[src/rtl/dcache_req_arbiter.sv]
// dcache_req_arbiter: N_IN-way request arbiter that feeds a single registered
// output slot. It uses fixed priority (lowest index wins) when RR_MODE=0 and
// round-robin when RR_MODE=1.
// Optional build macro DCACHE_REQ_ARB_PERF_EN adds the io_perf_conflict counter.
module dcache_req_arbiter #(
  parameter int N_IN    = 4,
  parameter int WAY_W   = 8,
  parameter int ADDR_W  = 36,
  parameter int RR_MODE = 0
) (
  input  logic                      clock,
  input  logic                      reset,
  input  logic [N_IN-1:0]           io_in_valid,
  output logic [N_IN-1:0]           io_in_ready,
  input  logic [N_IN*WAY_W-1:0]     io_in_way_en,
  input  logic [N_IN*ADDR_W-1:0]    io_in_addr,
  output logic                      io_out_valid,
  input  logic                      io_out_ready,
  output logic [WAY_W-1:0]          io_out_way_en,
  output logic [ADDR_W-1:0]         io_out_addr,
  output logic [$clog2(N_IN)-1:0]   io_out_chosen
`ifdef DCACHE_REQ_ARB_PERF_EN
  ,
  output logic [31:0]               io_perf_conflict
`endif
);

  localparam int IDX_W = $clog2(N_IN);

  logic              out_valid_q, out_valid_d;
  logic [WAY_W-1:0]  out_way_q, out_way_d;
  logic [ADDR_W-1:0] out_addr_q, out_addr_d;
  logic [IDX_W-1:0]  out_chosen_q, out_chosen_d;
  logic [IDX_W-1:0]  ptr_q, ptr_d;

  logic [IDX_W-1:0]  start_ptr;
  logic [IDX_W-1:0]  win_idx;
  logic              found;
  logic [N_IN-1:0]   grant;
  logic              en;
  logic              xfer;

  // Priority search that starts at start_ptr and wraps at N_IN-1. In fixed
  // mode the search always starts at 0.
  always_comb begin
    logic [IDX_W:0] cand;
    start_ptr = (RR_MODE != 0) ? ptr_q : '0;
    grant     = '0;
    win_idx   = '0;
    found     = 1'b0;
    cand      = '0;
    for (int k = 0; k < N_IN; k++) begin
      cand = {1'b0, start_ptr} + (IDX_W+1)'(k);
      if (cand >= (IDX_W+1)'(N_IN)) begin
        cand = cand - (IDX_W+1)'(N_IN);
      end
      if (!found && io_in_valid[cand[IDX_W-1:0]]) begin
        found   = 1'b1;
        win_idx = cand[IDX_W-1:0];
      end
    end
    grant[win_idx] = found;
  end

  // Load enable, handshake back to requesters, and the next output slot.
  always_comb begin
    en           = !out_valid_q || io_out_ready;
    xfer         = en && found;
    io_in_ready  = reset ? '0 : (grant & {N_IN{en}});
    out_valid_d  = out_valid_q;
    out_way_d    = out_way_q;
    out_addr_d   = out_addr_q;
    out_chosen_d = out_chosen_q;
    ptr_d        = ptr_q;
    if (xfer) begin
      out_valid_d  = 1'b1;
      out_way_d    = io_in_way_en[int'(win_idx)*WAY_W +: WAY_W];
      out_addr_d   = io_in_addr[int'(win_idx)*ADDR_W +: ADDR_W];
      out_chosen_d = win_idx;
      if (RR_MODE != 0) begin
        ptr_d = (win_idx == IDX_W'(N_IN-1)) ? '0 : win_idx + IDX_W'(1);
      end
    end else if (io_out_ready) begin
      out_valid_d = 1'b0;
    end
  end

  // Output slot and round-robin pointer registers.
  always_ff @(posedge clock) begin
    if (reset) begin
      out_valid_q  <= 1'b0;
      out_way_q    <= '0;
      out_addr_q   <= '0;
      out_chosen_q <= '0;
      ptr_q        <= '0;
    end else begin
      out_valid_q  <= out_valid_d;
      out_way_q    <= out_way_d;
      out_addr_q   <= out_addr_d;
      out_chosen_q <= out_chosen_d;
      ptr_q        <= ptr_d;
    end
  end

  assign io_out_valid  = out_valid_q;
  assign io_out_way_en = out_way_q;
  assign io_out_addr   = out_addr_q;
  assign io_out_chosen = out_chosen_q;

`ifdef DCACHE_REQ_ARB_PERF_EN
  logic [31:0]    conflict_q, conflict_d;
  logic [IDX_W:0] n_valid;

  // Count transfer cycles that had competing requesters, saturating.
  always_comb begin
    n_valid = '0;
    for (int i = 0; i < N_IN; i++) begin
      n_valid = n_valid + (IDX_W+1)'(io_in_valid[i]);
    end
    conflict_d = conflict_q;
    if (xfer && n_valid >= (IDX_W+1)'(2) && conflict_q != 32'hFFFF_FFFF) begin
      conflict_d = conflict_q + 32'd1;
    end
  end

  // Conflict counter register.
  always_ff @(posedge clock) begin
    if (reset) conflict_q <= '0;
    else       conflict_q <= conflict_d;
  end

  assign io_perf_conflict = conflict_q;
`endif

endmodule
[config.mk]
export PLATFORM = sky130hd
export DESIGN_NAME = dcache_req_arbiter
export DESIGN_NICKNAME = d
export VERILOG_FILES = /design/src/rtl/dcache_req_arbiter.sv
export SDC_FILE = /design/constraint.sdc
export NUM_CORES = 1
export LEC_CHECK = 0
export ABC_AREA = 1
export BUFFER_PORTS_ARGS = -buffer_cell sky130_fd_sc_hd__buf_2
export CORE_ASPECT_RATIO = 1.75
export CORE_UTILIZATION = 43
export CTS_BUF_LIST = sky130_fd_sc_hd__clkbuf_16
export DETAILED_ROUTE_END_ITERATION = 10
export PLACE_DENSITY_LB_ADDON = 0.3
export SYNTH_ARGS = -nofsm -noshare
export SYNTH_HDL_FRONTEND = slang
export SYNTH_SLANG_ARGS = --single-unit
[constraint.sdc]
create_clock -name clock -period 1.4 [get_ports clock]
set_input_delay 0.07 -clock clock [delete_from_list [all_inputs] [get_ports clock]]
set_output_delay 0.07 -clock clock [all_outputs]
set_load 0.01 [all_outputs]
---- Word level (Yosys, flattened, before mapping) ----
Cells that the tools add are included.
operators by class
  multiplexer cells ....................... 12
  shifts and indexed selects .............. 2
  bitwise operators ....................... 2
  $mul .................................... 1
  reduce and logical (&&, ||, !) cells .... 11
  $lt $le $gt $ge ......................... 2
operators by type and width
  operator             count
  $shiftx 144x9->36    1
  $shiftx 32x6->8      1
  $and 4x4->4          2
  $mux 1               8
  $mul 2x4->6 const B  1
  $logic_and 1x1->1    5
  $logic_not 1->1      4
  $mux 2               2
  $mux 4               1
  $lt 2x3->1 const B   1
  $demux 1 s2          1
  $ge 2x1->1 const B   1
  $reduce_bool 2->1    1
  $logic_or 1x1->1     1
storage, ports and cells
  bits of input ports ..................... 183
  flip-flop bits (word level) ............. 47
  output and inout bits ................... 51
  logic and storage cells ................. 34

---- Longest topological paths before layout ----
Gate-level depths: netlist of run 1.
  depth after elaboration ................. 17
  gate-level depth with buffers ........... 10
  mapped depth without buffers ............ 9

---- Worst setup path after synthesis of run 1 ----
Ideal clock, no wire load.
  kind .................................... register to register
  from .................................... reg out_valid_q, in the netlist io_out_valid
  to ...................................... reg out_chosen_q[0], in the netlist io_out_chosen[0]
  path buffers ............................ 2
  slack ................................... 0.196 ns
  data arrival time ....................... 1.088 ns
  required time ........................... 1.284 ns
  clock period less this slack ............ 1.204 ns
  cell stages (with the launch flop) ...... 8
  library setup time ...................... 0.116 ns
  path through ............................ dfxtp_1 -> inv_1 -> o21ai_2 -> inv_2 -> buf_2 -> buf_6 -> nor2_1 -> nor2_1
on the way
  longest elaborated chain between the ends .. 3
ends and longest elaborated chain
  element                   line  source
  start: declaration        30    logic out_valid_q, out_valid_d;
  start signal: assignment  97    out_valid_q <= out_valid_d;
  $logic_not 1->1           67    en = !out_valid_q || io_out_ready;
  $logic_or 1x1->1          67
  $logic_and 1x1->1         68    xfer = en && found;
  end signal: assignment    100   out_chosen_q <= out_chosen_d;
  end: declaration          33    logic [IDX_W-1:0] out_chosen_q, out_chosen_d;
Every way passes these cells.
A chain may end at the register's enable or synchronous reset.

---- Worst setup path in the final report of run 1 ----
  from .................................... reg out_valid_q, in the netlist io_out_valid
  to ...................................... out io_in_ready[2]
on the way
  longest elaborated chain between the ends .. 4
ends and longest elaborated chain
  element           line  source
  $logic_not 1->1   67
  $logic_or 1x1->1  67
  $and 4x4->4       69    io_in_ready = reset ? '0 : (grant & {N_IN{en}});
  $mux 4            69
  end: declaration  14    output logic [N_IN-1:0] io_in_ready,
Every way passes these cells.

==> results of run 1 <==
==> report_power, final <==
group	internal, mW	switching [mW]
combinational	0.649	0.808
sequential	1.47	0.0611
clock	0.643	0.484
total	2.77	1.35
==> state kept, by name, summed over array words and instances, names as in the netlist <==
name / cells
io_out_addr: 36
io_out_chosen: 2
io_out_valid: 1
io_out_way_en: 8
==> worst max-delay path: cells and delay by family, from the launching register on <==
family | cells | cell delay (ps)
buffers and inverters | 2 | 230
AND/OR/NAND/NOR | 4 | 400
flip-flops | 1 | 310
==> metrics by stage <==
step           std cells  cell area, µm²  hold slack, ps  worst slack, ps
6_report            1115            5539           112.3            95.21
5_1_grt             1114            5537           152.2            4.056
4_1_cts             1114            5534           98.92            49.63
3_5_place_dp        1106            5398           406.1            106.2
3_3_place_gp        1106            5398           395.4            125.3
2_1_floorplan        786            4088           265.5            195.7
==> worst paths after layout <==
check	endpoint	slack (ps)	from	cells after the start
min reg2reg	io_out_chosen[1]$_SDFFE_PP0P_	490	io_out_chosen[1]$_SDFFE_PP0P_	2
min	io_out_chosen[1]$_SDFFE_PP0P_	110	io_out_ready	4
max	io_in_ready[2]	100	io_out_valid$_SDFFE_PP0P_	6
max reg2reg	io_out_addr[27]$_SDFFE_PP0P_	160	io_out_valid$_SDFFE_PP0P_	8
==> cell families (layout without fill, tap and decap cells) <==
logic type	after synthesis	after routing	share of synthesized area, %
AND/OR/NAND/NOR	457	457	49.56
buffers and inverters	278	486	26.75
other	0	1	0
flip-flops	47	47	23.02
AO/OA/AOI/OAI	4	4	0.6735
==> repair_timing <==
action,CTS,global route
resized for setup,0,1
buffers inserted,0,0
endpoints found under the setup margin,0,1
endpoints found under the hold margin,0,0
==> final cells by class <==
class | count | area [µm²]
Fill cell | 1004 | 3612
Multi-Input combinational cell | 461 | 2063
Timing Repair Buffer | 249 | 1386
Sequential cell | 47 | 940.9
Inverter | 229 | 859.6
Tap cell | 120 | 150.1
Clock buffer | 5 | 125.1
Clock inverter | 3 | 11.26
Antenna cell | 1 | 2.502
==> routing by layer <==
layer  vias to the layer above  routed length (µm)
met4                         2                 426
met2                       197                6674
met5                         -                  13
li1                       2727                   -
met3                        34                 685
met1                      2277                5038
==> cell usage in the layout (no fill, tap or decap) <==
cell type,instances
buf_2,233
nor2_1,95
inv_1,228
nand3_1,221
dfxtp_1,47
o21ai_4,1
o21ai_0,2
nor2_2,2
nor2_4,1
nand3_2,1
inv_2,2
buf_12,8
nand2_1,134
clkbuf_16,5
diode_2,1
nand2_2,1
buf_4,8
o21ai_2,1
clkinv_1,2
nand2_4,2
==> results.sh, run 1 <==
export IMPL_grt_setup_unrepaired="false"
export IMPL_core_region_area_um2=9151
export IMPL_grt_usage_pct=25.83
export IMPL_top_level_ports=234
export IMPL_chipWidth_um=75.70
export IMPL_grt_use_met1_pct=28.56
export IMPL_area_growth_syn_to_layout_pct=35.51
export IMPL_slew_limit_headroom_pct=72.64
export IMPL_critPathSlowestCell="dfxtp_1"
export IMPL_max_clock_path_buffers=2
export IMPL_first_iter_violations=191
export IMPL_max_cap_violations=0
export IMPL_grt_max_degree=90
export IMPL_tritoncts_num_buffers=5
export IMPL_htree_levels=2
export IMPL_timing_worst_setup_path_type="register to output port"
export IMPL_antenna_found_initial=2
export IMPL_synth_cell_area_um2=4088
export IMPL_synth_top_cells_by_area="nand3_1 (27%), dfxtp_1 (23%), inv_1 (21%)"
export IMPL_clock_skew_final_ps=2.521
export IMPL_post_synth_top_area_cell="nand3_1"
export IMPL_synthDistinctLibCells=18
export IMPL_number_of_storage_elements_in_the_synthesis_netlist=47
export IMPL_report_final_setup_viol=0
export IMPL_vertical_die_dimension_um=131.0
export IMPL_cts_hold_buffers_added=0
export IMPL_worst_path_maximum_fanout=2
export IMPL_synthesis_instances=786
export IMPL_place_detailed_hpwl_um=9562
export IMPL_fin_crit_sh_pct=93.20
export IMPL_crit_path_max_incr_delay_ps=310
export IMPL_met2_grt_util_pct=46.27
export IMPL_setup_tns_final_ps=0
export IMPL_std_cell_rows=46
export IMPL_ys_dominant_reg_cell="dfxtp_1"
export IMPL_worst_slew_pin_slew_ps=410.4
export IMPL_setup_worst_path_end_class="output port"
export IMPL_wire_length_of_the_first_global_routing_pass_um=19750
export IMPL_utilization_pct=60.53
export IMPL_post_route_min_period_ps=1305
export IMPL_routed_wirelength_normalized_by_instance_count_um=11.51
export IMPL_worst_setup_path_start_kind="register"
export IMPL_fin_nets=1176
export IMPL_route_antenna_remaining_nets=0
export IMPL_yosysWarnings=0
export IMPL_post_synth_top_count_cell="inv_1"
export IMPL_report_final_slew_viol_count=0
export IMPL_p_total_mw=4.120
export IMPL_max_freq_mhz=766.4
export IMPL_arrival_ps=1230
export IMPL_drt_pass1_iter_count=4
export IMPL_num_vias=5237
export IMPL_routabilityCongestion=0.8539
export IMPL_fp_dieArea_um2=9915
export IMPL_synth_async_sr_flop_share_pct=0
export IMPL_status="finished, final reports clean"
export IMPL_worstSkewPairLatency_ps=280
export IMPL_top_usage_layer="met2"
export IMPL_number_of_global_route_vias_before_repair=4541
export IMPL_mappedNetlistNets=969
export IMPL_synth_edff_count=0
export IMPL_finalWirelength_um=12840
export IMPL_cp_data_required_time_ps=1330
export IMPL_port_buffer_count=233
export IMPL_avgViaCountPerCell=4.697
export IMPL_max_rail_drop_vdd_mv=0.5727
export IMPL_clk_pin_slew_ps=60
export IMPL_synth_avg_cell_area_um2=5.201
export IMPL_cts_tree="done"
export IMPL_hold_viol=0
export IMPL_global_route_usage_met3_pct=4.908
export IMPL_drt_drc_violations_left=0
export IMPL_numClockSinks=47
export IMPL_power_density_cell_area_nw_per_um2=743.7
export IMPL_critical_path_top_cell_by_count="nor2_1"
export IMPL_overflow=0
export IMPL_clock_root_buffer="clkbuf_16"
export IMPL_worst_hold_path_type="primary input to register"
export IMPL_netlist_area_leader_share_pct=27.06
export IMPL_seq_area_frac_synth_pct=23.02
export IMPL_floorplan_initialDensity_pct=44.67
export IMPL_crit_path_cell_trace="inv_1 -> nor2_1 -> nor2_1 -> nand2_1 -> nor2_2 -> buf_2"
export IMPL_final_layout_size_suffix_gt1_share_pct=26.66
export IMPL_synth_cells_most_frequent="inv_1 (227), nand3_1 (221), nand2_1 (134)"
export IMPL_p_leak_nw=3.872
(Power assumes the default switching activity.)
==> run 2, diff against run 1 <==
--- a/config.mk
+++ b/config.mk
@@ -9,9 +9,9 @@
 export BUFFER_PORTS_ARGS = -buffer_cell sky130_fd_sc_hd__buf_2
 export CORE_ASPECT_RATIO = 1.75
 export CORE_UTILIZATION = 43
-export CTS_BUF_LIST = sky130_fd_sc_hd__clkbuf_16
 export DETAILED_ROUTE_END_ITERATION = 10
-export PLACE_DENSITY_LB_ADDON = 0.3
+export HOLD_SLACK_MARGIN = 0.08
+export PLACE_DENSITY = 0.89
 export SYNTH_ARGS = -nofsm -noshare
 export SYNTH_HDL_FRONTEND = slang
 export SYNTH_SLANG_ARGS = --single-unit
==> results.sh, run 2 (synthesis results as in run 1) <==
export IMPL_status="finished, final reports clean"
export IMPL_critical_path_top_cell_by_count="nor2_1"
export IMPL_worst_hold_path_type="primary input to register"
export IMPL_std_cell_rows=46
export IMPL_tritoncts_num_buffers=5
export IMPL_area_growth_syn_to_layout_pct=34.77
export IMPL_final_layout_size_suffix_gt1_share_pct=26.89
export IMPL_diodes=0
export IMPL_multi_input_area_um2=2063
export IMPL_clock_skew_final_ps=7.031
export IMPL_chipWidth_um=75.70
export IMPL_slew_limit_headroom_pct=75.06
export IMPL_numClockSinks=47
export IMPL_floorplan_initialDensity_pct=44.67
export IMPL_place_detailed_hpwl_um=9555
export IMPL_crit_path_cell_trace="inv_2 -> nor2_1 -> nor2_1 -> inv_1 -> nor2_2 -> buf_2"
export IMPL_fin_nets=1175
export IMPL_worstSkewPairLatency_ps=280
export IMPL_grt_usage_pct=25.13
export IMPL_worst_slew_pin_slew_ps=374.2
export IMPL_clock_root_buffer="clkbuf_16"
export IMPL_top_level_ports=234
export IMPL_hold_viol=0
export IMPL_antenna_found_initial=0
export IMPL_port_buffer_count=233
export IMPL_cts_tree="done"
export IMPL_cp_num_buf_inv=3
export IMPL_worst_setup_path_start_kind="register"
export IMPL_max_cap_violations=0
export IMPL_finish_instance_area_um2=5509
export IMPL_timing_worst_setup_path_type="register to output port"
export IMPL_largest_register_ff_count=36
export IMPL_cp_data_required_time_ps=1330
export IMPL_grt_setup_unrepaired="false"
export IMPL_critPathSlowestCell="dfxtp_1"
export IMPL_route_antenna_remaining_nets=0
export IMPL_first_iter_violations=226
export IMPL_fin_crit_sh_pct=89.98
export IMPL_num_vias=5250
export IMPL_routabilityCongestion=0.8830
export IMPL_fp_dieArea_um2=9915
export IMPL_worst_path_maximum_fanout=3
export IMPL_setup_tns_final_ps=0
export IMPL_grt_max_degree=68
export IMPL_post_route_min_period_ps=1260
export IMPL_num_fill_cells=922
export IMPL_htree_levels=2
export IMPL_avgViaCountPerCell=4.717
export IMPL_drt_drc_violations_left=0
export IMPL_max_rail_drop_vdd_mv=0.5070
export IMPL_layout_common_cells="buf_2 (233), inv_1 (226), nand3_1 (221)"
export IMPL_report_final_setup_viol=0
export IMPL_final_common_cell="buf_2"
export IMPL_clk_pin_slew_ps=60
export IMPL_max_freq_mhz=793.8
export IMPL_core_region_area_um2=9151
export IMPL_p_leak_nw=3.856
export IMPL_crit_path_max_incr_delay_ps=320
export IMPL_post_place_cells=1105
export IMPL_vertical_die_dimension_um=131.0
export IMPL_report_final_slew_viol_count=0
export IMPL_worst_hold_slack_ps=104.4
export IMPL_overflow=0
export IMPL_finalWirelength_um=12490
export IMPL_max_clock_path_buffers=2
export IMPL_fin_cells=1113
export IMPL_number_of_global_route_vias_before_repair=4654
export IMPL_sequential_cell_area_um2=940.9
export IMPL_power_density_cell_area_nw_per_um2=750.8
export IMPL_drt_pass1_iter_count=5
export IMPL_arrival_ps=1190
export IMPL_setup_worst_path_end_class="output port"
export IMPL_routed_wirelength_normalized_by_instance_count_um=11.22
export IMPL_wire_length_of_the_first_global_routing_pass_um=19310
export IMPL_cp_top_family="flip-flops"
export IMPL_placed_area_um2=5365
==> run 2: cell types whose count changed in the layout (fill, tap and decap cells not counted) <==
cell / change
clkinv_1: -2
buf_12: -2
diode_2: -1
inv_2: +1
clkinvlp_4: +1
clkbuf_1: +1
buf_4: +1
clkinv_2: +1
inv_1: -2
==> run 2: routing by layer <==
layer / global-route usage [%] / vias up / wire length [µm]
met5: 0 / - / 0
met4: 13.73 / 0 / 527
met3: 3.911 / 42 / 766
met2: 45.85 / 226 / 6383
met1: 26.64 / 2258 / 4809
li1: - / 2724 / -
==> run 2: per-stage QoR <==
stage	utilization (%)	power (mW)	setup WS, ps
2_1_floorplan	-	2.424	195.7
3_3_place_gp	58.63	2.990	101.3
3_5_place_dp	58.63	3.014	60.03
4_1_cts	60.17	4.182	62.47
5_1_grt	60.20	4.421	12.78
6_report	60.20	4.136	140.2
==> run 2: layout make-up <==
class / count / area share (%)
multi-input combinational: 461 / 37.45
timing repair buffer: 248 / 24.57
sequential: 47 / 17.08
inverter: 229 / 15.60
tap: 120 / 2.725
clock buffer: 6 / 2.339
clock inverter: 2 / 0.2271
==> run 2: power by group <==
group | switching, mW | total [mW] | internal [mW] | leakage [nW]
Sequential | 0.0676 | 1.54 | 1.47 | 0.392
Clock | 0.491 | 1.15 | 0.659 | 0.0669
Combinational | 0.807 | 1.44 | 0.636 | 3.40
Total | 1.37 | 4.14 | 2.77 | 3.86
==> run 2: timing repair <==
item | 4_1_cts | 5_1_grt
hold buffers | 0 | 0
setup endpoints to repair | 0 | 1
gates resized for setup | 0 | 2
buffers inserted | 0 | 0
==> run 2: worst register-to-register path, cell delays in order, from the launching register on <==
cell	delay, ps
dfxtp_1	350
inv_2	50
o21ai_2	170
inv_2	80
buf_12	170
nor2_1	120
nor2_1	60
nand2_1	90
inv_1	40
==> run 2: worst paths after layout <==
check	end	slack (ps)	depth (start not counted)	from
hold / removal	io_out_chosen[1]$_SDFFE_PP0P_	100	4	io_out_ready
setup reg to reg	io_out_addr[4]$_SDFFE_PP0P_	170	8	io_out_valid$_SDFFE_PP0P_
hold reg to reg	io_out_chosen[1]$_SDFFE_PP0P_	490	2	io_out_chosen[1]$_SDFFE_PP0P_
setup / recovery	io_in_ready[0]	140	6	io_out_valid$_SDFFE_PP0P_
==> run 3, diff against run 2 <==
--- a/config.mk
+++ b/config.mk
@@ -7,11 +7,13 @@
 export LEC_CHECK = 0
 export ABC_AREA = 1
 export BUFFER_PORTS_ARGS = -buffer_cell sky130_fd_sc_hd__buf_2
+export CELL_PAD_IN_SITES_DETAIL_PLACEMENT = 0
+export CELL_PAD_IN_SITES_GLOBAL_PLACEMENT = 1
 export CORE_ASPECT_RATIO = 1.75
-export CORE_UTILIZATION = 43
+export CORE_UTILIZATION = 28
 export DETAILED_ROUTE_END_ITERATION = 10
 export HOLD_SLACK_MARGIN = 0.08
-export PLACE_DENSITY = 0.89
+export PLACE_DENSITY = 0.92
 export SYNTH_ARGS = -nofsm -noshare
 export SYNTH_HDL_FRONTEND = slang
 export SYNTH_SLANG_ARGS = --single-unit
==> results.sh, run 3 (synthesis results as in run 1) <==
export IMPL_status="finished, final reports clean"
export IMPL_r2r_cells=8
export IMPL_area_growth_syn_to_layout_pct=38.66
export IMPL_min_delay_worst_endpoint="io_out_addr[6]$_SDFFE_PP0P_"
export IMPL_cts_hold_buffers_added=0
export IMPL_port_buffer_count=233
export IMPL_report_final_setup_viol=0
export IMPL_placed_area_um2=5523
export IMPL_chipWidth_um=93.34
export IMPL_arrival_ps=1180
export IMPL_grt_usage_pct=18.64
export IMPL_finish_instance_area_um2=5668
export IMPL_post_route_min_period_ps=1252
export IMPL_worst_setup_path_start_kind="register"
export IMPL_power_share_combinational_pct=35.6
export IMPL_num_fill_cells=1633
export IMPL_clk_pin_slew_ps=60
export IMPL_top_level_ports=234
export IMPL_final_common_cell="buf_2"
export IMPL_drt_drc_violations_left=0
export IMPL_routed_wirelength_normalized_by_instance_count_um=12.07
export IMPL_max_rail_drop_vdd_mv=0.3692
export IMPL_htree_levels=2
export IMPL_vertical_die_dimension_um=161.8
export IMPL_worst_hold_path_type="primary input to register"
export IMPL_clock_skew_final_ps=4.869
export IMPL_timing_worst_setup_path_type="register to output port"
export IMPL_avgViaCountPerCell=4.381
export IMPL_power_switching_fraction_pct=33.04
export IMPL_worstReg2RegEnd="io_out_addr[22]$_SDFFE_PP0P_"
export IMPL_finalWirelength_um=14200
export IMPL_overflow=0
export IMPL_p_leak_nw=3.893
export IMPL_grt_max_degree=68
export IMPL_layout_common_cells="buf_2 (233), inv_1 (227), nand3_1 (221)"
export IMPL_setup_worst_path_end_class="output port"
export IMPL_r2r_setup_slack_ps=180
export IMPL_fp_dieArea_um2=15100
export IMPL_final_layout_size_suffix_gt1_share_pct=26.83
export IMPL_max_clock_path_buffers=2
export IMPL_routabilityCongestion=0.8188
export IMPL_cp_data_required_time_ps=1330
export IMPL_floorplan_initialDensity_pct=28.59
export IMPL_slew_limit_headroom_pct=79.54
export IMPL_numClockSinks=47
export IMPL_wire_length_of_the_first_global_routing_pass_um=22200
export IMPL_power_density_cell_area_nw_per_um2=737.4
export IMPL_max_cap_violations=0
export IMPL_clock_root_buffer="clkbuf_16"
export IMPL_drt_pass1_iter_count=4
export IMPL_fin_crit_sh_pct=89.41
export IMPL_cts_tree="done"
export IMPL_report_final_slew_viol_count=0
export IMPL_num_vias=5156
export IMPL_cellInternalPower_mw=2.798
export IMPL_number_of_global_route_vias_before_repair=4703
export IMPL_first_iter_violations=177
export IMPL_fin_nets=1177
export IMPL_fin_cells=1177
export IMPL_core_region_area_um2=14300
export IMPL_setup_tns_final_ps=0
export IMPL_clkPwrFrac_pct=27.5
export IMPL_regToRegStartpoint="io_out_valid$_SDFFE_PP0P_"
export IMPL_power_switching_mw=1.381
export IMPL_worstSkewPairLatency_ps=280
export IMPL_max_freq_mhz=798.8
export IMPL_hold_depth=4
export IMPL_seqPwrFrac_pct=36.9
export IMPL_place_detailed_hpwl_um=10720
export IMPL_route_antenna_remaining_nets=0
export IMPL_worst_path_maximum_fanout=3
export IMPL_hold_viol=0
export IMPL_grt_setup_unrepaired="false"
export IMPL_holdCritStartpoint="reset"
export IMPL_largest_register_ff_count=36
export IMPL_std_cell_rows=58
export IMPL_antenna_found_initial=2
export IMPL_worst_slew_pin_slew_ps=306.9
export IMPL_utilization_pct=39.65
export IMPL_tritoncts_num_buffers=5
export IMPL_post_place_cells=1167
## run 3: routing by layer
metal	share of wire, %	vias to the layer above	global-route usage, %
met2	53	157	36.26
met5	0	-	0
met3	4.5	19	1.966
li1	-	2731	-
met1	40	2249	20.26
met4	2.5	0	6.434
## run 3: layout make-up
class                      instances  area (µm²)  share of cell area, %
multi-input combinational        461        2068                  36.49
timing repair buffer             250        1431                  25.25
sequential                        47       940.9                  16.60
inverter                         229       859.6                  15.17
tap                              180       225.2                  3.974
clock buffer                       7       132.6                  2.340
clock inverter                     1       5.005                0.08830
antenna                            2       5.005                0.08830
## run 3: worst max-delay path by stage
stage,cells after the start,endpoint,startpoint,slack [ps]
after global routing,8,io_out_addr[35]$_SDFFE_PP0P_,io_out_valid$_SDFFE_PP0P_,30
after global placement,10,io_out_addr[6]$_SDFFE_PP0P_,io_in_valid[1],60
after floorplan,7,io_out_chosen[0]$_SDFFE_PP0P_,io_out_valid$_SDFFE_PP0P_,200
after detailed placement,10,io_out_addr[6]$_SDFFE_PP0P_,io_in_valid[1],40
final,6,io_in_ready[3],io_out_valid$_SDFFE_PP0P_,150
after CTS,6,io_in_ready[3],io_out_valid$_SDFFE_PP0P_,90
## run 3: what timing repair did
action,4_1_cts,5_1_grt
endpoints found under the setup margin,0,2
resized for setup,0,1
setup buffers,0,0
## run 3: through the flow
step	hold WS, ps	total power [mW]	worst slack [ps]
finish	141.9	4.179	148.2
global route	174.2	4.500	26.92
CTS	140.4	4.282	87.67
detailed placement	443.3	3.080	37.11
global placement	440.2	3.067	57.80
floorplan	265.5	2.424	195.7
## run 3: critical path: stages, from the launching register on
cell and delay, ps:
dfxtp_1 340, inv_1 70, nor2_1 140, nor2_2 60, inv_1 100, nor2_1 50
buf_2 140
## run 3: power by group through the flow
stage	clock (mW)	combinational (mW)	sequential (mW)
floorplan	0	0.791	1.63
global placement	0	1.49	1.57
detailed placement	0	1.51	1.57
CTS	1.23	1.51	1.54
global route	1.26	1.69	1.56
finish	1.15	1.49	1.54
